==> config.mk <==
export PLATFORM = sky130hd
export DESIGN_NAME = pn_controller
export DESIGN_NICKNAME = d
export VERILOG_FILES = /design/src/rtl/pn_pkg.sv /design/src/rtl/pn_rr_arbiter.sv /design/src/rtl/pn_controller.sv
export SDC_FILE = /design/constraint.sdc
export NUM_CORES = 1
export LEC_CHECK = 0
export ABC_CLOCK_PERIOD_IN_PS = 2470
export CAP_MARGIN = 20
export CORE_MARGIN = 4
export CORE_UTILIZATION = 40
export CTS_CLUSTER_SIZE = 28
export DETAILED_ROUTE_END_ITERATION = 10
export PLACE_DENSITY = 0.88
export SLEW_MARGIN = 20
export SYNTH_ARGS = -nofsm -noshare
export SYNTH_HDL_FRONTEND = slang
export SYNTH_SLANG_ARGS = --single-unit
export TNS_END_PERCENT = 30
==> constraint.sdc <==
create_clock -name clk -period 2.47 [get_ports clk]
set_input_delay 0.494 -clock clk [delete_from_list [all_inputs] [get_ports clk]]
set_output_delay 0.494 -clock clk [all_outputs]
set_load 0.01 [all_outputs]
==> src/rtl/pn_pkg.sv <==
// Shared types and constants for the PN controller.
package pn_pkg;

    localparam int WEIGHT_W     = 16;
    localparam int WDATA_W      = 32;
    localparam int DRAIN_CYCLES = 2;
    localparam int CNT_W        = 5;

    typedef enum logic [2:0] {
        IDLE,
        CFG,
        RUN,
        DRAIN,
        DONE
    } pn_state_e;

endpackage

==> src/rtl/pn_rr_arbiter.sv <==
// Round-robin arbiter: the pointer names the index with first priority and
// moves to the slot after the winner whenever a grant is issued.
module pn_rr_arbiter #(
    parameter int N_REQ = 4
) (
    input  logic             clk,
    input  logic             rst,
    input  logic [N_REQ-1:0] i_req,
    input  logic             i_en,
    output logic [N_REQ-1:0] o_gnt
);

    localparam int PW = (N_REQ > 1) ? $clog2(N_REQ) : 1;

    logic [PW-1:0] r_ptr;
    logic [PW-1:0] w_ptr_nxt;
    logic          w_any;

    // Search from the pointer upward, then wrap to the low indices.
    always_comb begin
        o_gnt     = '0;
        w_ptr_nxt = r_ptr;
        w_any     = 1'b0;
        for (int j = 0; j < N_REQ; j++) begin
            if (i_en && !w_any && (j >= int'(r_ptr)) && i_req[j]) begin
                o_gnt[j]  = 1'b1;
                w_any     = 1'b1;
                w_ptr_nxt = (j == N_REQ - 1) ? '0 : PW'(j + 1);
            end
        end
        for (int j = 0; j < N_REQ; j++) begin
            if (i_en && !w_any && i_req[j]) begin
                o_gnt[j]  = 1'b1;
                w_any     = 1'b1;
                w_ptr_nxt = (j == N_REQ - 1) ? '0 : PW'(j + 1);
            end
        end
    end

    // Pointer advances only on an actual grant.
    always_ff @(posedge clk or negedge rst) begin
        if (!rst)       r_ptr <= '0;
        else if (w_any) r_ptr <= w_ptr_nxt;
    end

endmodule

==> src/rtl/pn_controller.sv <==
// PN controller: loads soma parameters, arbitrates synapse events into the
// soma one per cycle, captures spikes and sequences timestep drains.
module pn_controller
    import pn_pkg::*;
#(
    parameter int N_REQ    = 4,
    parameter int EV_LIMIT = 16
) (
    input  logic                      clk,
    input  logic                      rst,
    input  logic                      cfg_valid,
    input  logic [WDATA_W-1:0]        cfg_data,
    output logic                      cfg_ready,
    input  logic [N_REQ-1:0]          req_valid,
    input  logic [WEIGHT_W*N_REQ-1:0] req_weight,
    output logic [N_REQ-1:0]          req_ready,
    input  logic                      step,
    input  logic                      halt,
    output logic                      soma_init,
    output logic [WDATA_W-1:0]        soma_w_data,
    output logic                      soma_en,
    output logic [WEIGHT_W-1:0]       soma_weight,
    input  logic [WEIGHT_W-1:0]       soma_spike,
    output logic                      spike_valid,
    output logic [WEIGHT_W-1:0]       spike_data,
    output logic                      step_done,
    output logic                      busy
);

    localparam logic [CNT_W-1:0] EV_LIM    = CNT_W'(EV_LIMIT);
    localparam logic [1:0]       DRAIN_END = 2'(DRAIN_CYCLES - 1);

    pn_state_e             r_state, w_state_nxt;
    logic [CNT_W-1:0]      r_ev_cnt;
    logic [1:0]            r_drain_cnt;
    logic [WDATA_W-1:0]    r_w_data;
    logic                  r_soma_en;
    logic [WEIGHT_W-1:0]   r_soma_weight;
    logic                  r_cap_pend;
    logic                  r_spike_valid;
    logic [WEIGHT_W-1:0]   r_spike_data;

    logic                  w_grant_en;
    logic                  w_cfg_xfer;
    logic [N_REQ-1:0]      w_gnt;
    logic                  w_any_gnt;
    logic [WEIGHT_W-1:0]   w_wt;

    // A step or halt in the same cycle suppresses the grant.
    assign w_grant_en = (r_state == RUN) && !step && !halt && (r_ev_cnt < EV_LIM);
    assign w_cfg_xfer = (r_state == IDLE) && cfg_valid && !halt;
    assign w_any_gnt  = |w_gnt;

    pn_rr_arbiter #(.N_REQ(N_REQ)) u_arb (
        .clk   (clk),
        .rst   (rst),
        .i_req (req_valid),
        .i_en  (w_grant_en),
        .o_gnt (w_gnt)
    );

    // Select the weight of the one-hot winner.
    always_comb begin
        w_wt = '0;
        for (int i = 0; i < N_REQ; i++) begin
            if (w_gnt[i]) w_wt = req_weight[WEIGHT_W*i +: WEIGHT_W];
        end
    end

    // State register.
    always_ff @(posedge clk or negedge rst) begin
        if (!rst) r_state <= IDLE;
        else      r_state <= w_state_nxt;
    end

    // Next-state and state-decoded outputs; halt overrides everything.
    always_comb begin
        w_state_nxt = r_state;
        cfg_ready   = (r_state == IDLE);
        soma_init   = (r_state == CFG);
        step_done   = (r_state == DONE);
        busy        = (r_state != IDLE);
        if (halt) begin
            w_state_nxt = IDLE;
        end else begin
            case (r_state)
                IDLE:    if (cfg_valid) w_state_nxt = CFG;
                CFG:     w_state_nxt = RUN;
                RUN:     if (step) w_state_nxt = DRAIN;
                DRAIN:   if (r_drain_cnt == DRAIN_END) w_state_nxt = DONE;
                DONE:    w_state_nxt = RUN;
                default: w_state_nxt = IDLE;
            endcase
        end
    end

    // Config word, event counter and drain timer.
    always_ff @(posedge clk or negedge rst) begin
        if (!rst) begin
            r_w_data    <= '0;
            r_ev_cnt    <= '0;
            r_drain_cnt <= '0;
        end else begin
            if (w_cfg_xfer) r_w_data <= cfg_data;
            r_drain_cnt <= (r_state == DRAIN) ? r_drain_cnt + 2'd1 : 2'd0;
            if (r_state == DONE || r_state == IDLE) r_ev_cnt <= '0;
            else if (w_any_gnt)                     r_ev_cnt <= r_ev_cnt + 5'd1;
        end
    end

    // Event pipeline: grant -> soma_en -> spike sample; halt flushes it.
    always_ff @(posedge clk or negedge rst) begin
        if (!rst) begin
            r_soma_en     <= 1'b0;
            r_soma_weight <= '0;
            r_cap_pend    <= 1'b0;
            r_spike_valid <= 1'b0;
            r_spike_data  <= '0;
        end else if (halt) begin
            r_soma_en     <= 1'b0;
            r_cap_pend    <= 1'b0;
            r_spike_valid <= 1'b0;
        end else begin
            r_soma_en     <= w_any_gnt;
            if (w_any_gnt) r_soma_weight <= w_wt;
            r_cap_pend    <= r_soma_en;
            r_spike_valid <= r_cap_pend && (soma_spike != '0);
            if (r_cap_pend && (soma_spike != '0)) r_spike_data <= soma_spike;
        end
    end

    assign req_ready   = w_gnt;
    assign soma_w_data = r_w_data;
    assign soma_en     = r_soma_en;
    assign soma_weight = r_soma_weight;
    assign spike_valid = r_spike_valid;
    assign spike_data  = r_spike_data;

endmodule

==> results.yml, run 1 <==
sta:
  max_freq_ghz: 0.4219
  period_needed_ns: 2.370
  skew_ns: 0.01190
  worst_slew_pin_slew_ns: 0.7074
  rsz0062_at_grt: "false"
  report.final.setup_viol: 0
  max-slew-margin-rel_pct: 52.79
  hold_viol_final: 0
  fin_crit_sh_pct: 95.96
  drv_slew: 0
global_routing:
  overflow: 0
  grt_max_degree: 80
  grt.total_usage_pct: 20.71
  grt_pass1_vias: 3780
  grt_first_pass_wirelength_um: 18580
  antenna_found_initial: 0
detailed_routing:
  drtPass1Iterations: 4
  vias_per_cell: 5.250
  wire_per_inst_um: 17.40
  drc: 0
  vias: 3486
  ant_nets: 0
  drt_iter0_drc: 121
  wirelength_um: 11550
logic_synthesis:
  synth_top_area_share_pct: 52.16
  synth_area_um2: 3790
  ys_ff_latch: 79
  syn_inst: 325
  synth_edf_count: 0
  avgSynthCellArea_um2: 11.66
  synth.distinct_cells: 46
  ys_warn_count: 0
  async_reset_ff_share_pct: 100.0
  synth_common_cells: "dfrtp_1 (79), mux2_2 (46), nand2_1 (41)"
  synth.area.top_cells: "dfrtp_1 (52%), mux2_2 (14%), a221o_1 (4.2%), nand2_1 (4.1%), a221oi_2 (4.0%)"
  syn_nets: 448
  ys_seq_area_share_pct: 52.16
  yosysMostFrequentCell: "dfrtp_1"
  synth_ff_type: "dfrtp_1"
  yosysTopAreaCell: "dfrtp_1"
clock_tree:
  cts.sinks: 79
  clk_pin_slew_worst_paths_ns: 0.08
  tritoncts.num_buffers: 9
  htreeDepth: 3
  cts_tree: "done"
  cts_root_buffer: "clkbuf_8"
  clk_latency_ns: 0.34
  clockBufferDepth: 2
cells_and_area:
  nets: 653
  drive_gt1_share_pct: 20.19
  syn_to_final_growth_pct: 62.92
  finalNonFillerCells: 664
  fin_area_um2: 6175
  diodes: 0
  final_util_pct: 66.82
run_status:
  status: "completed"
setup_path:
  arrival_ns: 1.88
  crit_path_end_kind: "primary output"
  crit_type: "input port to primary output"
  worstPathMaxFanout: 5
  start_kind: "input port"
  required_ns: 1.98
pwr:
  leakage_nw: 2.571
  p_clk_share_pct: 21.0
  p_comb_share_pct: 39.5
  power_switching_mw: 1.463
  internal_power_mw: 3.215
  pwr_density_cell_nw_per_um2: 757.5
  vdd_drop_max_mv: 0.3827
  sequentialPowerShare_pct: 39.5
  power_switching_share_pct: 31.28
die:
  start_util_pct: 41.02
  num_io_pins: 195
  fp.coreArea_um2: 9240
  die_w_um: 105.3
  die_y_um: 105.3
  row_count: 35
  die_area_um2: 11100
placement:
  place.gp.congestion: 0.7733
  place_hpwl_um: 8970
  placed_cells: 647
  placed_area_um2: 5953
  io_buffers: 194
min_path:
  hold_path_class: "input port to asynchronous set/reset pin"
job:
  drv_cap: 0
## sequential cells by signal, indices dropped and copies added, names as in the netlist
name / cells
soma_w_data: 32
soma_weight: 16
spike_data: 16
r_ev_cnt: 5
r_state: 3
r_drain_cnt: 2
u_arb.r_ptr: 2
r_cap_pend: 1
soma_en: 1
spike_valid: 1
## placed cells by master, fill, tap and decap left out, types with 3 or more instances in the layout
cell type        count
nor2_1              14
buf_4               23
nor2_2               3
dfrtp_1             79
mux2_2              46
a221o_1             16
nand3_1              3
o21ai_0              5
a211oi_1            16
clkdlybuf4s50_1    188
inv_1                9
and2_1               4
nor2b_1              5
nor4_1               4
a21oi_1              4
nand2_1             41
clkbuf_8             9
a221oi_2            10
nor3_1               4
a221oi_1             6
## worst max-delay path, stage by stage
cell	delay, ns
clkdlybuf4s50_1	0.45
buf_4	0.17
o21ai_0	0.16
o211a_1	0.18
and2_1	0.15
dlygate4sd2_1	0.28
## metrics by stage
stage	TNS (ns)	power, mW	worst slack (ns)	hold WS, ns
finish	0	4.678	0.09970	0.03978
global route	0	4.936	0.003054	0.03103
CTS	0	4.718	0.01204	0.3350
detailed placement	-6.421	3.721	-0.3552	0.4467
global placement	-4.398	3.647	-0.2705	0.4262
floorplan	0	2.646	0.3163	0.1984
## worst paths after layout
check | start | to | slack, ns | cells after the start
max | req_valid[0] | req_ready[1] | 0.1 | 6
max in group asynchronous | rst | r_ev_cnt[0]$_DFFE_PN0P_ | 1.84 | 2
min reg2reg | r_drain_cnt[0]$_DFF_PN0_ | r_drain_cnt[0]$_DFF_PN0_ | 0.45 | 1
min | rst | soma_weight[2]$_DFFE_PN0P_ | 0.04 | 1
min in group clk | r_drain_cnt[0]$_DFF_PN0_ | r_drain_cnt[0]$_DFF_PN0_ | 0.45 | 1
max reg2reg | u_arb.r_ptr[1]$_DFFE_PN0P_ | soma_weight[7]$_DFFE_PN0P_ | 0.42 | 5
## logic make-up after synthesis
logic type	Yosys count	synth area share, %
XOR/XNOR	3	0.6934
buffers and inverters	34	4.655
multiplexers	47	13.93
AO/OA/AOI/OAI	69	16.64
AND/OR/NAND/NOR	91	11.26
adder cells (fa/ha/maj)	2	0.6602
flip-flops	79	52.16
## metal layers
| metal | track usage [%] | wire length [µm] | vias to the layer above |
|---|---|---|---|
| li1 | - | - | 1607 |
| met3 | 6.675 | 991 | 12 |
| met1 | 23.26 | 4493 | 1692 |
| met5 | 0 | 0 | - |
| met4 | 7.404 | 157 | 0 |
| met2 | 36.66 | 5910 | 175 |
## power by group through the flow
| stage | clock network, mW | registers, mW | logic (mW) |
|---|---|---|---|
| 3_3_place_gp | 0 | 1.84 | 1.80 |
| 5_1_grt | 1.07 | 1.89 | 1.97 |
| 3_5_place_dp | 0 | 1.86 | 1.86 |
| 2_1_floorplan | 0 | 1.96 | 0.690 |
| 6_report | 0.980 | 1.85 | 1.85 |
| 4_1_cts | 1.01 | 1.85 | 1.86 |
## final cells by class
cell class                      instances  area (µm²)
Timing Repair Buffer                  219        2155
Tap cell                              129       161.4
Fill cell                             688        3065
Multi-Input combinational cell        212        1644
Inverter                                9       33.78
Clock buffer                            9       123.9
Sequential cell                        79        1977
Clock inverter                          7       80.08
## repair_timing
item / 4_1_cts / 5_1_grt
setup endpoints to repair: 4 / 4
gates resized for setup: 8 / 6
hold buffers: 0 / 0
setup buffers: 0 / 0
Note: power is estimated with default switching activity, not from simulation.
==> run 2: changes to the inputs <==
--- a/config.mk
+++ b/config.mk
@@ -5,13 +5,14 @@
 export SDC_FILE = /design/constraint.sdc
 export NUM_CORES = 1
 export LEC_CHECK = 0
+export ABC_AREA = 1
 export ABC_CLOCK_PERIOD_IN_PS = 2470
 export CAP_MARGIN = 20
 export CORE_MARGIN = 4
-export CORE_UTILIZATION = 40
+export CORE_UTILIZATION = 39
 export CTS_CLUSTER_SIZE = 28
 export DETAILED_ROUTE_END_ITERATION = 10
-export PLACE_DENSITY = 0.88
+export PLACE_DENSITY = 0.87
 export SLEW_MARGIN = 20
 export SYNTH_ARGS = -nofsm -noshare
 export SYNTH_HDL_FRONTEND = slang
==> run 2 against run 1 <==
Effect of this change: maximum frequency shrank 1.8%; routed wire length grew 4.3%; worst hold slack gained 0.036 ns; largest power group is now combinational cells; cell area grew 0.30%; synthesized cell count grew 18%; count of clock-buffer cells in the layout grew 1; highest routed layer unchanged; area after synthesis shrank 3.6%; setup slack lost 0.045 ns; combinational power grew 58%; via count grew 6.5%.
==> results.yml, run 2 <==
setup_path:
  required_ns: 1.98
  crit-reg2reg-capture: "soma_weight[6]$_DFFE_PN0P_"
  worstPathMaxFanout: 4
  r2r_cells: 13
  arrival_ns: 1.92
  setup.worst_path.end: "req_ready[3]"
  cp_slowest_cell: "dfrtp_1"
  start_kind: "register"
  critPathMaxStageDelay_ns: 0.40
  crit_type: "register to primary output"
  crit_start: "r_state[2]$_DFFE_PN0P_"
  crit_path_end_kind: "primary output"
  crit_chain: "nor2_2 > nand2_4 > nor2_4 > nand4_1 > nand3_2 > buf_4 > nor3_4 > buf_4 > buf_2"
  crit_top_cell: "buf_4"
  crit_family: "simple AND/OR/NAND/NOR gates"
  r2r_slack_ns: 0.28
  cp.buffers_inverters: 3
  path_depth: 9
  r2r_start: "r_state[2]$_DFFE_PN0P_"
cells_and_area:
  finalNonFillerCells: 726
  multi_input_area_um2: 1585
  syn_to_final_growth_pct: 69.46
  fill_cells: 702
  nets: 733
  final_cell_mix: "clkdlybuf4s50_1 (186), nand2_1 (119), dfrtp_1 (79)"
  diodes: 0
  fin_area_um2: 6193
  drive_gt1_share_pct: 17.72
  largest_reg_flops: 32
  final_common_cell: "clkdlybuf4s50_1"
  final-seq-area_um2: 1977
  final_util_pct: 67.35
pwr:
  leakage_nw: 2.795
  pwr_density_cell_nw_per_um2: 1004
  vdd_drop_max_mv: 0.4324
job:
  drv_cap: 0
logic_synthesis:
  synth_ff_type: "dfrtp_1"
  synth_edf_count: 0
  avgSynthCellArea_um2: 9.518
  ys_seq_area_share_pct: 54.09
  synth.area.top_cells: "dfrtp_1 (54%), nand2_1 (12%), mux2_2 (9.2%), nand4_1 (3.9%), nand3_1 (3.1%)"
  synth_top_area_share_pct: 54.09
  syn_nets: 507
  async_reset_ff_share_pct: 100.0
  synth_area_um2: 3655
  yosysMostFrequentCell: "nand2_1"
  ys_ff_latch: 79
  yosysTopAreaCell: "dfrtp_1"
  syn_inst: 384
  synth_common_cells: "nand2_1 (119), dfrtp_1 (79), mux2_2 (30)"
  ys_warn_count: 0
  synth.distinct_cells: 33
placement:
  placed_cells: 707
  place_hpwl_um: 9359
  place.gp.congestion: 0.8521
  post-place-ws_ns: -0.5246
  placed_area_um2: 5921
  io_buffers: 194
sta:
  rsz0062_at_grt: "true"
  max_freq_ghz: 0.4141
  holdWs_ns: 0.07582
  finalWorstSetupSlack_ns: 0.05514
  fin_crit_sh_pct: 97.77
  max-slew-margin-rel_pct: 54.78
  period_needed_ns: 2.415
  drv_slew: 0
  report.final.setup_viol: 0
  worst_slew_pin_slew_ns: 0.6732
  hold_viol_final: 0
  skew_ns: 0.01190
global_routing:
  grt_first_pass_wirelength_um: 19180
  antenna_found_initial: 0
  grt_max_degree: 48
  grt_pass1_vias: 3883
  grt.total_usage_pct: 21.72
  overflow: 0
detailed_routing:
  drt_iter0_drc: 163
  drtPass1Iterations: 5
  vias_per_cell: 5.116
  drc: 0
  ant_nets: 0
  vias: 3714
  wire_per_inst_um: 16.60
  wirelength_um: 12050
clock_tree:
  clk_latency_ns: 0.35
  cts.sinks: 79
  clockBufferDepth: 2
  cts_root_buffer: "clkbuf_8"
  htreeDepth: 3
  holdBufCountCts: 0
  cts_tree: "done"
  clk_pin_slew_worst_paths_ns: 0.09
  tritoncts.num_buffers: 9
run_status:
  status: "completed"
die:
  fp.coreArea_um2: 9196
  num_io_pins: 195
  die_w_um: 104.8
  die_area_um2: 10980
  die_y_um: 104.8
  row_count: 35
  start_util_pct: 39.74
min_path:
  hold_path_class: "input port to asynchronous set/reset pin"
[run 2: metal layers]
layer	vias to the layer above	part of all wire (%)	global-route usage [%]
met5	-	0	0
met4	0	2.2	7.966
met3	24	8.1	6.362
met2	194	52	38.77
met1	1748	38	24.46
li1	1748	-	-
[run 2: power breakdown]
group          switching, mW  leakage [nW]  total [mW]  internal [mW]
logic                   1.25          1.71        2.93           1.68
clock network          0.500         0.104        1.08          0.577
registers              0.338         0.979        2.21           1.87
[run 2: stage by stage]
step	TNS [ns]	power (mW)
floorplan	0	3.405
global placement	-1.794	4.999
detailed placement	-3.313	5.141
CTS	-0.009687	6.240
global route	-0.08604	6.602
finish	0	6.218
[run 2: worst min-delay path by stage]
stage	cells after the start	endpoint	from
6_report	1	spike_valid$_DFF_PN0_	rst
5_1_grt	1	spike_data[8]$_DFFE_PN0P_	rst
4_1_cts	1	soma_w_data[31]$_DFFE_PN0P_	rst
3_5_place_dp	1	r_drain_cnt[0]$_DFF_PN0_	r_drain_cnt[0]$_DFF_PN0_
3_3_place_gp	1	r_drain_cnt[0]$_DFF_PN0_	r_drain_cnt[0]$_DFF_PN0_
2_1_floorplan	0	r_cap_pend$_DFF_PN0_	rst
[run 2: logic make-up (layout without fill, tap and decap cells)]
| group | count (synthesis) | in the layout | share of synthesized area [%] |
|---|---|---|---|
| AOI/OAI and AO/OA | 32 | 32 | 5.067 |
| adders and majority gates | 2 | 2 | 0.6846 |
| DFF | 79 | 79 | 54.09 |
| muxes | 32 | 32 | 9.859 |
| and+or+nand+nor | 204 | 204 | 25.78 |
| xor gates and xnor gates | 3 | 3 | 0.7191 |
| buffers and inverters | 32 | 263 | 3.800 |
[run 2: timing repair]
action                                 4_1_cts  5_1_grt
endpoints found under the hold margin        0        0
pin swaps                                    1        7
gates resized for setup                     23        8
setup endpoints to repair                    6        7
setup buffers                                1        2
gates cloned                                 0        0
[run 2: final cells by class]
cell class	instances	area share (%)
Sequential cell	79	31.92
Clock inverter	6	1.495
Clock buffer	10	2.061
Timing Repair Buffer	227	35.45
Inverter	20	1.232
Tap cell	111	2.242
Multi-Input combinational cell	273	25.60
==> run 3: changes to the inputs <==
--- a/config.mk
+++ b/config.mk
@@ -8,13 +8,14 @@
 export ABC_AREA = 1
 export ABC_CLOCK_PERIOD_IN_PS = 2470
 export CAP_MARGIN = 20
-export CORE_MARGIN = 4
-export CORE_UTILIZATION = 39
+export CORE_MARGIN = 2
+export CORE_UTILIZATION = 42
 export CTS_CLUSTER_SIZE = 28
 export DETAILED_ROUTE_END_ITERATION = 10
-export PLACE_DENSITY = 0.87
+export PLACE_DENSITY = 0.88
 export SLEW_MARGIN = 20
 export SYNTH_ARGS = -nofsm -noshare
 export SYNTH_HDL_FRONTEND = slang
+export SYNTH_HIERARCHICAL = 1
 export SYNTH_SLANG_ARGS = --single-unit
 export TNS_END_PERCENT = 30
==> run 3 against run 2 <==
Effect of this change: the flow now finishes with violations (setup timing); routed wire length rose by 10%; total power rose by 0.57%; combinational power increased by 3%; synthesized cell count rose by 38%; clock skew is essentially flat; worst hold slack improved by 0.031 ns; area after synthesis is 15% higher; global-route usage is 1.5 points higher; maximum frequency shrank 8.6%.
==> results.yml, run 3 <==
detailed_routing:
  drtPass1Iterations: 5
  drc: 0
  wl_met3_um: 1045
  wirelength_um: 13260
  drt_iter0_drc: 175
  vias: 4528
  wl_met2_um: 6913
  wl_met1_um: 5027
  vias_per_cell: 4.954
  wire_per_inst_um: 14.50
  ant_nets: 0
  maxUsedRoutingLayer: "met4"
sta:
  max-slew-margin-rel_pct: 66.60
  fin_crit_sh_pct: 107.0
  period_needed_ns: 2.643
  holdWs_ns: 0.1066
  report.final.setup_viol: 7
  drv_slew: 0
  worst_slew_pin_slew_ns: 0.5011
  finalWorstSetupSlack_ns: -0.1731
  hold_viol_final: 0
  skew_ns: 0.01237
  max_freq_ghz: 0.3783
  rsz0062_at_grt: "true"
die:
  row_count: 36
  die_w_um: 104.2
  start_util_pct: 43.15
  die_area_um2: 10860
  num_io_pins: 195
  die_y_um: 104.2
  fp.coreArea_um2: 9774
placement:
  place_hpwl_um: 9243
  placed_area_um2: 6504
  post-place-ws_ns: -0.7918
  io_buffers: 194
  place.gp.congestion: 0.8351
  placed_cells: 868
clock_tree:
  tritoncts.num_buffers: 9
  holdBufCountCts: 0
  clk_latency_ns: 0.35
  clk_pin_slew_worst_paths_ns: 0.08
  cts_tree: "done"
  cts_root_buffer: "clkbuf_8"
  htreeDepth: 3
  clockBufferDepth: 2
  cts.sinks: 79
global_routing:
  antenna_found_initial: 0
  grt_pass1_vias: 4351
  overflow: 0
  grt_first_pass_wirelength_um: 20370
  grt_max_degree: 45
  grt.total_usage_pct: 23.25
cells_and_area:
  diodes: 0
  fill_cells: 692
  multi_input_area_um2: 2071
  nets: 899
  largest_reg_flops: 32
  final_common_cell: "clkdlybuf4s50_1"
  fin_area_um2: 7207
  final_cell_mix: "clkdlybuf4s50_1 (186), nand2_1 (138), dfrtp_1 (79)"
  final-seq-area_um2: 1977
  drive_gt1_share_pct: 25.10
  finalNonFillerCells: 914
  syn_to_final_growth_pct: 70.87
pwr:
  pwr_density_cell_nw_per_um2: 867.7
  leakage_nw: 3.499
  vdd_drop_max_mv: 0.3848
  power_mw: 6.253
job:
  drv_cap: 0
logic_synthesis:
  synth_top_area_share_pct: 46.87
  synth.distinct_cells: 31
  syn_nets: 654
  synth_edf_count: 0
  ys_ff_latch: 79
  avgSynthCellArea_um2: 7.943
  async_reset_ff_share_pct: 100.0
  synth_ff_type: "dfrtp_1"
  ys_warn_count: 6
  yosysMostFrequentCell: "nand2_1"
  yosysTopAreaCell: "dfrtp_1"
  synth_common_cells: "nand2_1 (143), dfrtp_1 (79), nor2_1 (59)"
  syn_inst: 531
  synth.area.top_cells: "dfrtp_1 (47%), nand2_1 (13%), o21ai_2 (6.6%), nor2_1 (5.3%), nand2_2 (4.9%)"
  synth_area_um2: 4218
  ys_seq_area_share_pct: 46.87
min_path:
  hold_path_class: "input port to asynchronous set/reset pin"
setup_path:
  start_kind: "register"
  required_ns: 1.98
  worstPathMaxFanout: 4
  crit_path_end_kind: "primary output"
  crit_type: "register to primary output"
  arrival_ns: 2.15
run_status:
  status: "finished, violations left"
  violations: "setup timing"
## run 3: cell types whose count changed after synthesis, sizes merged, moves of 4 or more
cell	change
nand2	+52
nor2	+42
o21ai	+38
inv	+35
mux2	-32
nand3	+18
nand4	-18
a21oi	+12
buf	+12
a21boi	-5
nor4	-4
## run 3: final timing paths
kind | startpoint | endpoint | slack [ns] | cells after the start
worst min register to register | r_drain_cnt[0]$_DFF_PN0_ | r_drain_cnt[0]$_DFF_PN0_ | 0.44 | 1
min in group clk | r_drain_cnt[0]$_DFF_PN0_ | r_drain_cnt[0]$_DFF_PN0_ | 0.44 | 1
worst min-delay path | rst | spike_data[5]$_DFFE_PN0P_ | 0.11 | 1
worst max register to register | r_state[2]$_DFFE_PN0P_ | soma_weight[12]$_DFFE_PN0P_ | -0.03 | 20
worst max-delay path | r_state[2]$_DFFE_PN0P_ | req_ready[2] | -0.17 | 13
max in group asynchronous | rst | soma_w_data[11]$_DFFE_PN0P_ | 1.76 | 2
## run 3: timing repair
action | 4_1_cts | 5_1_grt
pin swaps | 7 | 16
endpoints found under the setup margin | 26 | 26
endpoints found under the hold margin | 0 | 0
gates cloned | 1 | 4
resized for setup | 28 | 48
buffers inserted | 12 | 13
## run 3: layer usage
metal / vias to the layer above / track usage [%]
met5: - / 0
met4: 0 / 8.301
met3: 22 / 5.514
met2: 251 / 41.54
met1: 2091 / 27.18
li1: 2164 / -
## run 3: cell families after synthesis
family / Yosys count / share of synthesized area, %
compound gates: 76 / 12.01
xor+xnor: 1 / 0.2077
fa+ha+maj: 2 / 0.5932
buf+inv: 79 / 8.959
flops: 79 / 46.87
simple gates: 294 / 31.36
## run 3: worst max-delay path, cell delays in order (launching register included)
cell,delay [ns]
dfrtp_1,0.40
inv_2,0.09
nand2_4,0.06
nor4_4,0.27
buf_4,0.20
nand2_4,0.05
inv_2,0.06
nand2_2,0.05
nand3_2,0.09
nor2_2,0.04
nand3_2,0.10
nand2_2,0.09
a21oi_4,0.15
buf_2,0.15
## run 3: per-stage QoR
step	utilization [%]	TNS, ns
3_5_place_dp	66.54	-17.79
5_1_grt	73.73	-3.077
6_report	73.73	-0.3691
3_3_place_gp	66.54	-14.25
4_1_cts	70.25	-0.1209
2_1_floorplan	-	-0.8675
## run 3: final cells by class
| cell class | instances | area share (%) |
|---|---|---|
| Clock inverter | 5 | 1.111 |
| Clock buffer | 11 | 2.101 |
| Timing Repair Buffer | 257 | 35.24 |
| Inverter | 53 | 2.951 |
| Tap cell | 133 | 2.309 |
| Multi-Input combinational cell | 375 | 28.73 |
| Sequential cell | 79 | 27.43 |
| Timing Repair inverter | 1 | 0.1215 |
## run 3: report_power, final
part / internal (mW) / switching [mW]
logic: 1.66 / 1.37
registers: 1.79 / 0.337
clock network: 0.622 / 0.471
